`config.mk`:
```
export PLATFORM = sky130hd
export DESIGN_NAME = uart_apb_initiator
export DESIGN_NICKNAME = d
export VERILOG_FILES = /design/src/rtl/uart_apb_initiator.sv
export SDC_FILE = /design/constraint.sdc
export NUM_CORES = 1
export LEC_CHECK = 0
export BUFFER_PORTS_ARGS = -buffer_cell sky130_fd_sc_hd__clkbuf_2
export CAP_MARGIN = 30
export CELL_PAD_IN_SITES_DETAIL_PLACEMENT = 0
export CELL_PAD_IN_SITES_GLOBAL_PLACEMENT = 2
export CORE_ASPECT_RATIO = 0.5
export CORE_MARGIN = 10
export CORE_UTILIZATION = 34
export CTS_BUF_LIST = sky130_fd_sc_hd__clkbuf_8
export DETAILED_ROUTE_END_ITERATION = 10
export PLACE_DENSITY_LB_ADDON = 0.3
export SLEW_MARGIN = 20
export SYNTH_ARGS = -nofsm -noshare
export SYNTH_HDL_FRONTEND = slang
export SYNTH_SLANG_ARGS = --single-unit
```
`constraint.sdc`:
```
create_clock -name PCLK -period 2.7 [get_ports PCLK]
set_clock_uncertainty 0.15 [all_clocks]
set_input_delay 0 -clock PCLK [delete_from_list [all_inputs] [get_ports PCLK]]
set_output_delay 0 -clock PCLK [all_outputs]
set_load 0.02 [all_outputs]
```
`src/rtl/uart_apb_initiator.sv`:
```
`default_nettype none
// ============================================================================
// Module   : uart_apb_initiator
// Brief    : APB3 initiator for a CoreUARTapb slave. It programs the baud and
//            frame config, then polls STATUS and bridges tx/rx byte streams.
//            Optional macro UART_INIT_ERR_FLAGS_EN adds sticky err_flags/err_clr.
// Revision : 1.0 - initial release
// ============================================================================
module uart_apb_initiator #(
    parameter logic [12:0] BAUD_VAL   = 13'd1,
    parameter logic        CFG_BIT8   = 1'b1,
    parameter logic        CFG_PARITY = 1'b0,
    parameter logic        CFG_ODD    = 1'b0,
    parameter int unsigned POLL_GAP   = 4
) (
    input  logic       PCLK,
    input  logic       PRESETN,
    output logic [4:0] PADDR,
    output logic       PSEL,
    output logic       PENABLE,
    output logic       PWRITE,
    output logic [7:0] PWDATA,
    input  logic [7:0] PRDATA,
    input  logic       PREADY,
    input  logic       PSLVERR,
    input  logic [7:0] tx_data,
    input  logic       tx_valid,
    output logic       tx_ready,
    output logic [7:0] rx_data,
    output logic       rx_valid,
    input  logic       rx_ready,
    output logic       cfg_done,
    output logic       slverr
`ifdef UART_INIT_ERR_FLAGS_EN
    ,
    output logic [2:0] err_flags,
    input  logic       err_clr
`endif
);

    localparam logic [4:0] c_addr_txdata = 5'h00;
    localparam logic [4:0] c_addr_rxdata = 5'h04;
    localparam logic [4:0] c_addr_ctrl1  = 5'h08;
    localparam logic [4:0] c_addr_ctrl2  = 5'h0C;
    localparam logic [4:0] c_addr_status = 5'h10;
    localparam logic [7:0] c_gap_load    = 8'(POLL_GAP - 1);

    typedef enum logic [2:0] {
        S_CFG1 = 3'd0,
        S_CFG2 = 3'd1,
        S_POLL = 3'd2,
        S_RXRD = 3'd3,
        S_TXWR = 3'd4,
        S_GAP  = 3'd5
    } state_t;

    state_t     state_q, state_d, next_state;
    logic       start_xfer;
    logic       psel_q, psel_d, penable_q, penable_d, pwrite_q, pwrite_d;
    logic [4:0] paddr_q, paddr_d;
    logic [7:0] pwdata_q, pwdata_d;
    logic [7:0] gap_cnt_q, gap_cnt_d;
    logic [7:0] rx_data_q, rx_data_d;
    logic       rx_valid_q, rx_valid_d;
    logic       cfg_done_q, cfg_done_d;
    logic       tx_ready_q, tx_ready_d;
    logic       slverr_q, slverr_d;
`ifdef UART_INIT_ERR_FLAGS_EN
    logic [2:0] err_flags_q, err_flags_d;
`endif

    always_comb begin
        psel_d     = psel_q;
        penable_d  = penable_q;
        pwrite_d   = pwrite_q;
        paddr_d    = paddr_q;
        pwdata_d   = pwdata_q;
        gap_cnt_d  = gap_cnt_q;
        rx_data_d  = rx_data_q;
        rx_valid_d = rx_valid_q;
        cfg_done_d = cfg_done_q;
        tx_ready_d = 1'b0;
        slverr_d   = 1'b0;
        next_state = state_q;
        start_xfer = 1'b0;
`ifdef UART_INIT_ERR_FLAGS_EN
        err_flags_d = err_clr ? 3'b000 : err_flags_q;
`endif

        if (rx_valid_q && rx_ready) begin
            rx_valid_d = 1'b0;
        end

        if (!psel_q) begin
            // Idle bus: either just out of reset or counting down the poll gap.
            if (state_q != S_GAP) begin
                start_xfer = 1'b1;
            end else if (gap_cnt_q == 8'd0) begin
                next_state = S_POLL;
                start_xfer = 1'b1;
            end else begin
                gap_cnt_d = gap_cnt_q - 8'd1;
            end
        end else if (!penable_q) begin
            penable_d = 1'b1;
        end else if (PREADY) begin
            slverr_d = PSLVERR;
            case (state_q)
                S_CFG1: next_state = PSLVERR ? S_CFG1 : S_CFG2;
                S_CFG2: begin
                    if (PSLVERR) begin
                        next_state = S_CFG2;
                    end else begin
                        next_state = S_POLL;
                        cfg_done_d = 1'b1;
                    end
                end
                S_POLL: begin
                    if (PSLVERR) begin
                        next_state = S_GAP;
                    end else begin
`ifdef UART_INIT_ERR_FLAGS_EN
                        err_flags_d = err_flags_d | PRDATA[4:2];
`endif
                        if (PRDATA[1] && !rx_valid_q) begin
                            next_state = S_RXRD;
                        end else if (PRDATA[0] && tx_valid) begin
                            next_state = S_TXWR;
                        end else begin
                            next_state = S_GAP;
                        end
                    end
                end
                S_RXRD: begin
                    next_state = S_POLL;
                    if (!PSLVERR) begin
                        rx_data_d  = PRDATA;
                        rx_valid_d = 1'b1;
                    end
                end
                S_TXWR: begin
                    next_state = S_POLL;
                    tx_ready_d = !PSLVERR;
                end
                default: next_state = S_POLL;
            endcase

            if (next_state == S_GAP && POLL_GAP == 0) begin
                next_state = S_POLL;
                start_xfer = 1'b1;
            end else if (next_state == S_GAP) begin
                gap_cnt_d = c_gap_load;
                psel_d    = 1'b0;
                penable_d = 1'b0;
                pwrite_d  = 1'b0;
            end else begin
                start_xfer = 1'b1;
            end
        end

        state_d = next_state;

        if (start_xfer) begin
            psel_d    = 1'b1;
            penable_d = 1'b0;
            case (next_state)
                S_CFG1: begin
                    paddr_d  = c_addr_ctrl1;
                    pwrite_d = 1'b1;
                    pwdata_d = BAUD_VAL[7:0];
                end
                S_CFG2: begin
                    paddr_d  = c_addr_ctrl2;
                    pwrite_d = 1'b1;
                    pwdata_d = {BAUD_VAL[12:8], CFG_ODD, CFG_PARITY, CFG_BIT8};
                end
                S_POLL: begin
                    paddr_d  = c_addr_status;
                    pwrite_d = 1'b0;
                end
                S_RXRD: begin
                    paddr_d  = c_addr_rxdata;
                    pwrite_d = 1'b0;
                end
                S_TXWR: begin
                    paddr_d  = c_addr_txdata;
                    pwrite_d = 1'b1;
                    pwdata_d = tx_data;
                end
                default: begin
                    psel_d   = 1'b0;
                    pwrite_d = 1'b0;
                end
            endcase
        end
    end

    always_ff @(posedge PCLK or negedge PRESETN) begin
        if (!PRESETN) begin
            state_q    <= S_CFG1;
            psel_q     <= 1'b0;
            penable_q  <= 1'b0;
            pwrite_q   <= 1'b0;
            paddr_q    <= 5'd0;
            pwdata_q   <= 8'd0;
            gap_cnt_q  <= 8'd0;
            rx_data_q  <= 8'd0;
            rx_valid_q <= 1'b0;
            cfg_done_q <= 1'b0;
            tx_ready_q <= 1'b0;
            slverr_q   <= 1'b0;
        end else begin
            state_q    <= state_d;
            psel_q     <= psel_d;
            penable_q  <= penable_d;
            pwrite_q   <= pwrite_d;
            paddr_q    <= paddr_d;
            pwdata_q   <= pwdata_d;
            gap_cnt_q  <= gap_cnt_d;
            rx_data_q  <= rx_data_d;
            rx_valid_q <= rx_valid_d;
            cfg_done_q <= cfg_done_d;
            tx_ready_q <= tx_ready_d;
            slverr_q   <= slverr_d;
        end
    end

`ifdef UART_INIT_ERR_FLAGS_EN
    always_ff @(posedge PCLK or negedge PRESETN) begin
        if (!PRESETN) begin
            err_flags_q <= 3'b000;
        end else begin
            err_flags_q <= err_flags_d;
        end
    end
    assign err_flags = err_flags_q;
`endif

    assign PSEL     = psel_q;
    assign PENABLE  = penable_q;
    assign PWRITE   = pwrite_q;
    assign PADDR    = paddr_q;
    assign PWDATA   = pwdata_q;
    assign rx_data  = rx_data_q;
    assign rx_valid = rx_valid_q;
    assign cfg_done = cfg_done_q;
    assign tx_ready = tx_ready_q;
    assign slverr   = slverr_q;

endmodule
`default_nettype wire
```
==> flow_summary.toml, run 1 <==
[logic_synthesis]
syn_area_per_cell_um2 = 10.7
synth_largest_area_cell = "dfrtp_1"
ys_types = 52
async_reset_ff_frac = 1.00
synth_top_area_share = 0.496
synth-main-ff-cell = "dfrtp_1"
synthTopCellsByArea = "dfrtp_1 (50%), mux2_2 (4.8%), mux2i_1 (3.8%)"
netlist_instances = 174
ys_seq_area_frac = 0.496
synth_edf_count = 0
ys_ff_latch = 37
syn-cell-area_mm2 = 0.00187
ys_warn_count = 0

[clocking]
cts_hold_buf = 20
postCtsSetupBuffers = 0
cts-buffers-inserted = 5
path_clk_slew_ns = 0.09
clock_latency_ns = 0.30
cts-root-buf = "clkbuf_8"
cts_max_level = 2
cts-resized-gates = 0
cts_buffer_depth = 2
tritoncts = "yes"
cts.sinks = 37

[layout]
final_core_utilization = 0.487
nets = 270
syn2layout_area_growth_pct = 33.4
final_cell_mix = "clkbuf_2 (47), dfrtp_1 (37), dlygate4sd3_1 (20), inv_1 (15), nor2_1 (12)"
final_area_mm2 = 0.00249
layout_commonest_cell = "clkbuf_2"
antenna_cells = 0
layout-drive-gt1-share = 0.323
fill_cells = 477

[worst_hold_path]
min-delay-path-class = "primary input to flip-flop"

[placement]
dpl.hpwl_um = 3360
portBuffers = 47
gp_routability_congestion = 0.835
dpl-instance-area_mm2 = 0.00217

[floorplanning]
core_area_mm2 = 0.00511
io_pins = 50
die_w_um = 125
die_h_um = 72.4
start_util = 0.365
rows = 18
die_area_mm2 = 0.00903

[timing]
final-setup-viol-count = 0
hold_viol = 0
fmax_ghz = 0.440
hold_slack_ns = 0.0104
slew_viol_final = 0
tns_ns = 0
slew_headroom = 0.625
tightest_slew_ns = 0.562
period_minus_slack_ns = 2.27
rsz0062_at_grt = "no"
fin_crit_sh = 0.842

[setup_path]
start_kind = "flip-flop"
arrival_ns = 2.29
cp_data_required_time_ns = 2.72
critical_path_class = "flip-flop to flip-flop"
path_max_fanout = 5
end_kind = "flip-flop"

[routing]
vias = 1554
drtIter0Drc = 77
postRouteAntennaNets = 0
wl_per_cell_um = 14.6
wl_um = 4650
drc = 0
firstDrtPassIters = 4
viasPerCell = 4.89

[power]
pwr-share-seq = 0.400
intPower_mw = 1.38
comb_power_share = 0.434
power_density_mw_per_mm2 = 966
switching_power_mw = 1.02
leakagePower_nw = 1.17
swShare = 0.425
clkPwrFrac = 0.166
ir_worst_vdd_mv = 0.520

[status]
status = "finished clean"

[run]
max_cap_viol_count = 0

[global_route]
antenna_found_initial = 0
overflow = 0
grt_use_total = 0.106
grt_pass1_wl_um = 7980
grt_pass1_vias = 1655
grt_start_max_net_pins = 38
routing by layer:
| layer | track usage | up-vias | wire length, µm |
|---|---|---|---|
| li1 | - | 764 | - |
| met1 | 0.124 | 744 | 2170 |
| met2 | 0.176 | 42 | 2150 |
| met3 | 0.0399 | 4 | 275 |
| met4 | 0.0372 | 0 | 48 |
| met5 | 0 | - | 0 |
synth_stat cells (5+ instances only):
| library cell | number |
|---|---|
| a21oi_1 | 5 |
| dfrtp_1 | 37 |
| inv_1 | 15 |
| mux2_2 | 8 |
| mux2i_1 | 7 |
| nand2_1 | 11 |
| nor2_1 | 12 |
| nor4_1 | 5 |
| o21ai_0 | 5 |
| xnor2_1 | 5 |
power groups by stage:
stage	logic [mW]	clock network, mW	registers [mW]
floorplan	0.609	0	1.07
detailed placement	1.03	0	0.969
global route	1.16	0.434	1.00
CTS	1.06	0.409	0.962
global placement	1.02	0	0.964
finish	1.04	0.400	0.963
worst max-delay path, cell delays in order, from the launching register on:
cell and delay, ns:
dfrtp_1 0.40, inv_1 0.07, ha_1 0.18, or3b_4 0.42, o31ai_1 0.27, a32oi_1 0.20
a2111oi_1 0.38, a211oi_1 0.09
cells by family (layout without fill, tap and decap cells):
family	Yosys count	count (layout)	synth area share
other cells	1	2	0.00201
mux	16	16	0.0938
simple gates	55	55	0.170
flops	37	37	0.496
buf+inv	23	96	0.0556
fa+ha+maj	1	1	0.00670
compound gates	35	35	0.148
xor+xnor	6	6	0.0281
per-stage QoR:
step | power (mW) | setup slack, ns | cells
2_1_floorplan | 1.68 | 0.523 | 175
3_3_place_gp | 1.98 | 0.489 | 289
3_5_place_dp | 2.00 | 0.391 | 289
4_1_cts | 2.43 | 0.388 | 317
5_1_grt | 2.59 | 0.291 | 318
6_report | 2.41 | 0.428 | 318
state kept, by name, summed over array words and instances (netlist names):
| name | cells |
|---|---|
| PWDATA | 8 |
| rx_valid | 1 |
| PADDR | 3 |
| PSEL | 1 |
| rx_data | 8 |
| PENABLE | 1 |
| PWRITE | 1 |
| gap_cnt_q | 8 |
| tx_ready | 1 |
| cfg_done | 1 |
| state_q | 3 |
| slverr | 1 |
area by class of cell:
class / count / area, µm² / share of cell area
Clock buffer: 5 / 68.8 / 0.0276
Clock inverter: 3 / 22.5 / 0.00904
Inverter: 18 / 67.6 / 0.0271
Multi-Input combinational cell: 115 / 841 / 0.338
Sequential cell: 37 / 926 / 0.372
Tap cell: 70 / 87.6 / 0.0352
Timing Repair Buffer: 70 / 478 / 0.192
worst paths after layout:
kind,startpoint,endpoint,slack [ns],cells after the start
max,gap_cnt_q[0],PADDR[3],0.43,7
min,PREADY,PSEL,0.01,3
max reg2reg,gap_cnt_q[0],PADDR[3],0.43,7
min reg2reg,cfg_done,cfg_done,0.32,1
max in group asynchronous,PRESETN,state_q[2],1.88,3
min in group asynchronous,PRESETN,PWDATA[6],0.06,2
Note: power is estimated with default switching activity, not from simulation.
==> run 2: changes to the inputs <==
ABC_AREA = 1   (was default)
CORE_UTILIZATION = 32   (was 34)
clock period = 2.15 ns   (was 2.7 ns; I/O delays follow)
==> run 2 against run 1 <==
  * Register-to-register slack got worse by 0.17 ns
  * Critical path depth up 6
  * Clock power grew 52%
  * Synthesized cell count grew 25%
  * Largest power group unchanged
==> flow_summary.toml, run 2 <==
[power]
clkPwrFrac = 0.167
intPower_mw = 1.93
pwr-share-seq = 0.315
ir_worst_vdd_mv = 0.410
switching_power_mw = 1.70
power_density_mw_per_mm2 = 1430
leakagePower_nw = 1.35
swShare = 0.468
comb_power_share = 0.518

[timing]
fin_crit_sh = 0.880
tns_ns = 0
setup_ws_ns = 0.259
hold_viol = 0
final-setup-viol-count = 0
rsz0062_at_grt = "no"
slew_viol_final = 0
fmax_ghz = 0.529
period_minus_slack_ns = 1.89

[setup_path]
crit_chain = "inv_1 -> ha_2 -> nand3_1 -> nor2_2 -> nand2_1 -> nand2_1 -> nand2_1 -> nand2_1 -> nand2_2 -> nand2_2 -> nand2_4 -> nand2_1 -> nand2_1"
path_common_cell = "nand2_1"
critical_path_class = "flip-flop to flip-flop"
arrival_ns = 1.92
critPathMaxStageDelay_ns = 0.36
start_kind = "flip-flop"
crit_family = "simple AND/OR/NAND/NOR gates"
end_kind = "flip-flop"
cp_data_required_time_ns = 2.18
cpMaxStageDelayCell = "dfrtp_1"
path_max_fanout = 9
path_buf_inv = 1

[floorplanning]
die_area_mm2 = 0.00962
start_util = 0.339
rows = 19
die_h_um = 74.5
die_w_um = 129
core_area_mm2 = 0.00561
io_pins = 50

[placement]
dpl-instance-area_mm2 = 0.00222
dp_slack_ns = 0.159
dpl.cell_count = 337
portBuffers = 47
dpl.hpwl_um = 3480
gp_routability_congestion = 0.787

[logic_synthesis]
ys_ff_latch = 37
ys_types = 28
synth-main-ff-cell = "dfrtp_1"
synth_largest_area_cell = "dfrtp_1"
ys_warn_count = 0
synth_edf_count = 0
yosys-top-cells-count = "nand2_1 (67), dfrtp_1 (37), nor2_1 (18)"
netlist_instances = 218
ys_seq_area_frac = 0.487
async_reset_ff_frac = 1.00
syn_area_per_cell_um2 = 8.73
synth_top_area_share = 0.487
synthTopCellsByArea = "dfrtp_1 (49%), nand2_1 (13%), mux2_2 (5.3%)"
yosysMostFrequentCell = "nand2_1"
syn-cell-area_mm2 = 0.00190

[layout]
final_cell_mix = "nand2_1 (67), clkbuf_2 (47), dfrtp_1 (37), dlygate4sd3_1 (19), nor2_1 (17)"
antenna_cells = 0
final_area_mm2 = 0.00254
final_core_utilization = 0.452
layout-drive-gt1-share = 0.337
syn2layout_area_growth_pct = 33.4
nets = 313
layout_commonest_cell = "nand2_1"
fill_cells = 568
instances_no_fill = 364

[routing]
postRouteAntennaNets = 0
vias = 1649
drc = 0
top_layer = "met4"
viasPerCell = 4.53
wl_um = 4640
drtIter0Drc = 57
wl_per_cell_um = 12.8
wl_met1_um = 2270
wl_met3_um = 208
wl_met2_um = 2140
firstDrtPassIters = 5

[clocking]
clock_latency_ns = 0.29
tritoncts = "yes"
cts_buffer_depth = 2
path_clk_slew_ns = 0.08
cts-root-buf = "clkbuf_8"
cts_max_level = 2
cts-buffers-inserted = 5
cts.sinks = 37

[status]
status = "finished clean"

[worst_hold_path]
min-delay-path-class = "primary input to flip-flop"

[global_route]
grt_pass1_vias = 1699
grt_start_max_net_pins = 38
overflow = 0
antenna_found_initial = 0
grt_pass1_wl_um = 8090
grt_use_total = 0.104

[run]
max_cap_viol_count = 0
[run 2: power groups by stage]
stage	Sequential (mW)	Clock [mW]	Combinational, mW
after global placement	1.16	0	1.85
final	1.15	0.607	1.88
after detailed placement	1.16	0	1.85
after CTS	1.15	0.627	1.89
after floorplan	1.29	0	1.23
after global routing	1.19	0.649	2.16
[run 2: kinds of logic after synthesis]
group,count (synthesis),synth area share
AND/OR/NAND/NOR,124,0.306
flip-flops,37,0.487
buffers and inverters,25,0.0585
AO/OA/AOI/OAI,15,0.0598
multiplexers,9,0.0533
XOR/XNOR,6,0.0276
adder cells (fa/ha/maj),1,0.00657
other,1,0.00197
[run 2: what timing repair did]
action	4_1_cts	5_1_grt
hold buffers	19	0
buffers inserted	0	0
endpoints found under the hold margin	57	0
gates resized for setup	0	4
setup endpoints to repair	0	12
[run 2: final timing paths]
| check | cells past startpoint | start | slack (ns) | to |
|---|---|---|---|---|
| max | 13 | gap_cnt_q[0] | 0.26 | PWDATA[6] |
| max in group asynchronous | 3 | PRESETN | 1.37 | tx_ready |
| max reg2reg | 13 | gap_cnt_q[0] | 0.26 | PWDATA[6] |
| min in group asynchronous | 3 | PRESETN | 0.14 | PADDR[3] |
| min reg2reg | 1 | cfg_done | 0.33 | cfg_done |
| min | 4 | PREADY | 0.09 | PENABLE |
[run 2: worst min-delay path, cell delays in order]
cell and delay (ns):
clkbuf_2 0.11, nand2_1 0.15, nand2_1 0.17, nand2_1 0.06
[run 2: final cells by class]
cell class | instances | area, µm² | area share
inverter | 19 | 71.3 | 0.0281
tap | 73 | 91.3 | 0.0360
timing repair buffer | 70 | 455 | 0.179
multi-input combinational | 157 | 883 | 0.348
clock inverter | 3 | 42.5 | 0.0168
sequential | 37 | 926 | 0.365
clock buffer | 5 | 68.8 | 0.0271
[run 2: metal layers]
metal,vias up,GRT usage
li1,849,-
met1,763,0.131
met2,33,0.170
met3,4,0.0326
met4,0,0.0263
met5,-,0
[run 2: metrics by stage]
stage          hold slack (ns)  power (mW)
2_1_floorplan           -0.446        2.53
3_3_place_gp           -0.0681        3.01
3_5_place_dp           -0.0623        3.01
4_1_cts                 0.0959        3.67
5_1_grt                  0.150        4.00
6_report                0.0862        3.64
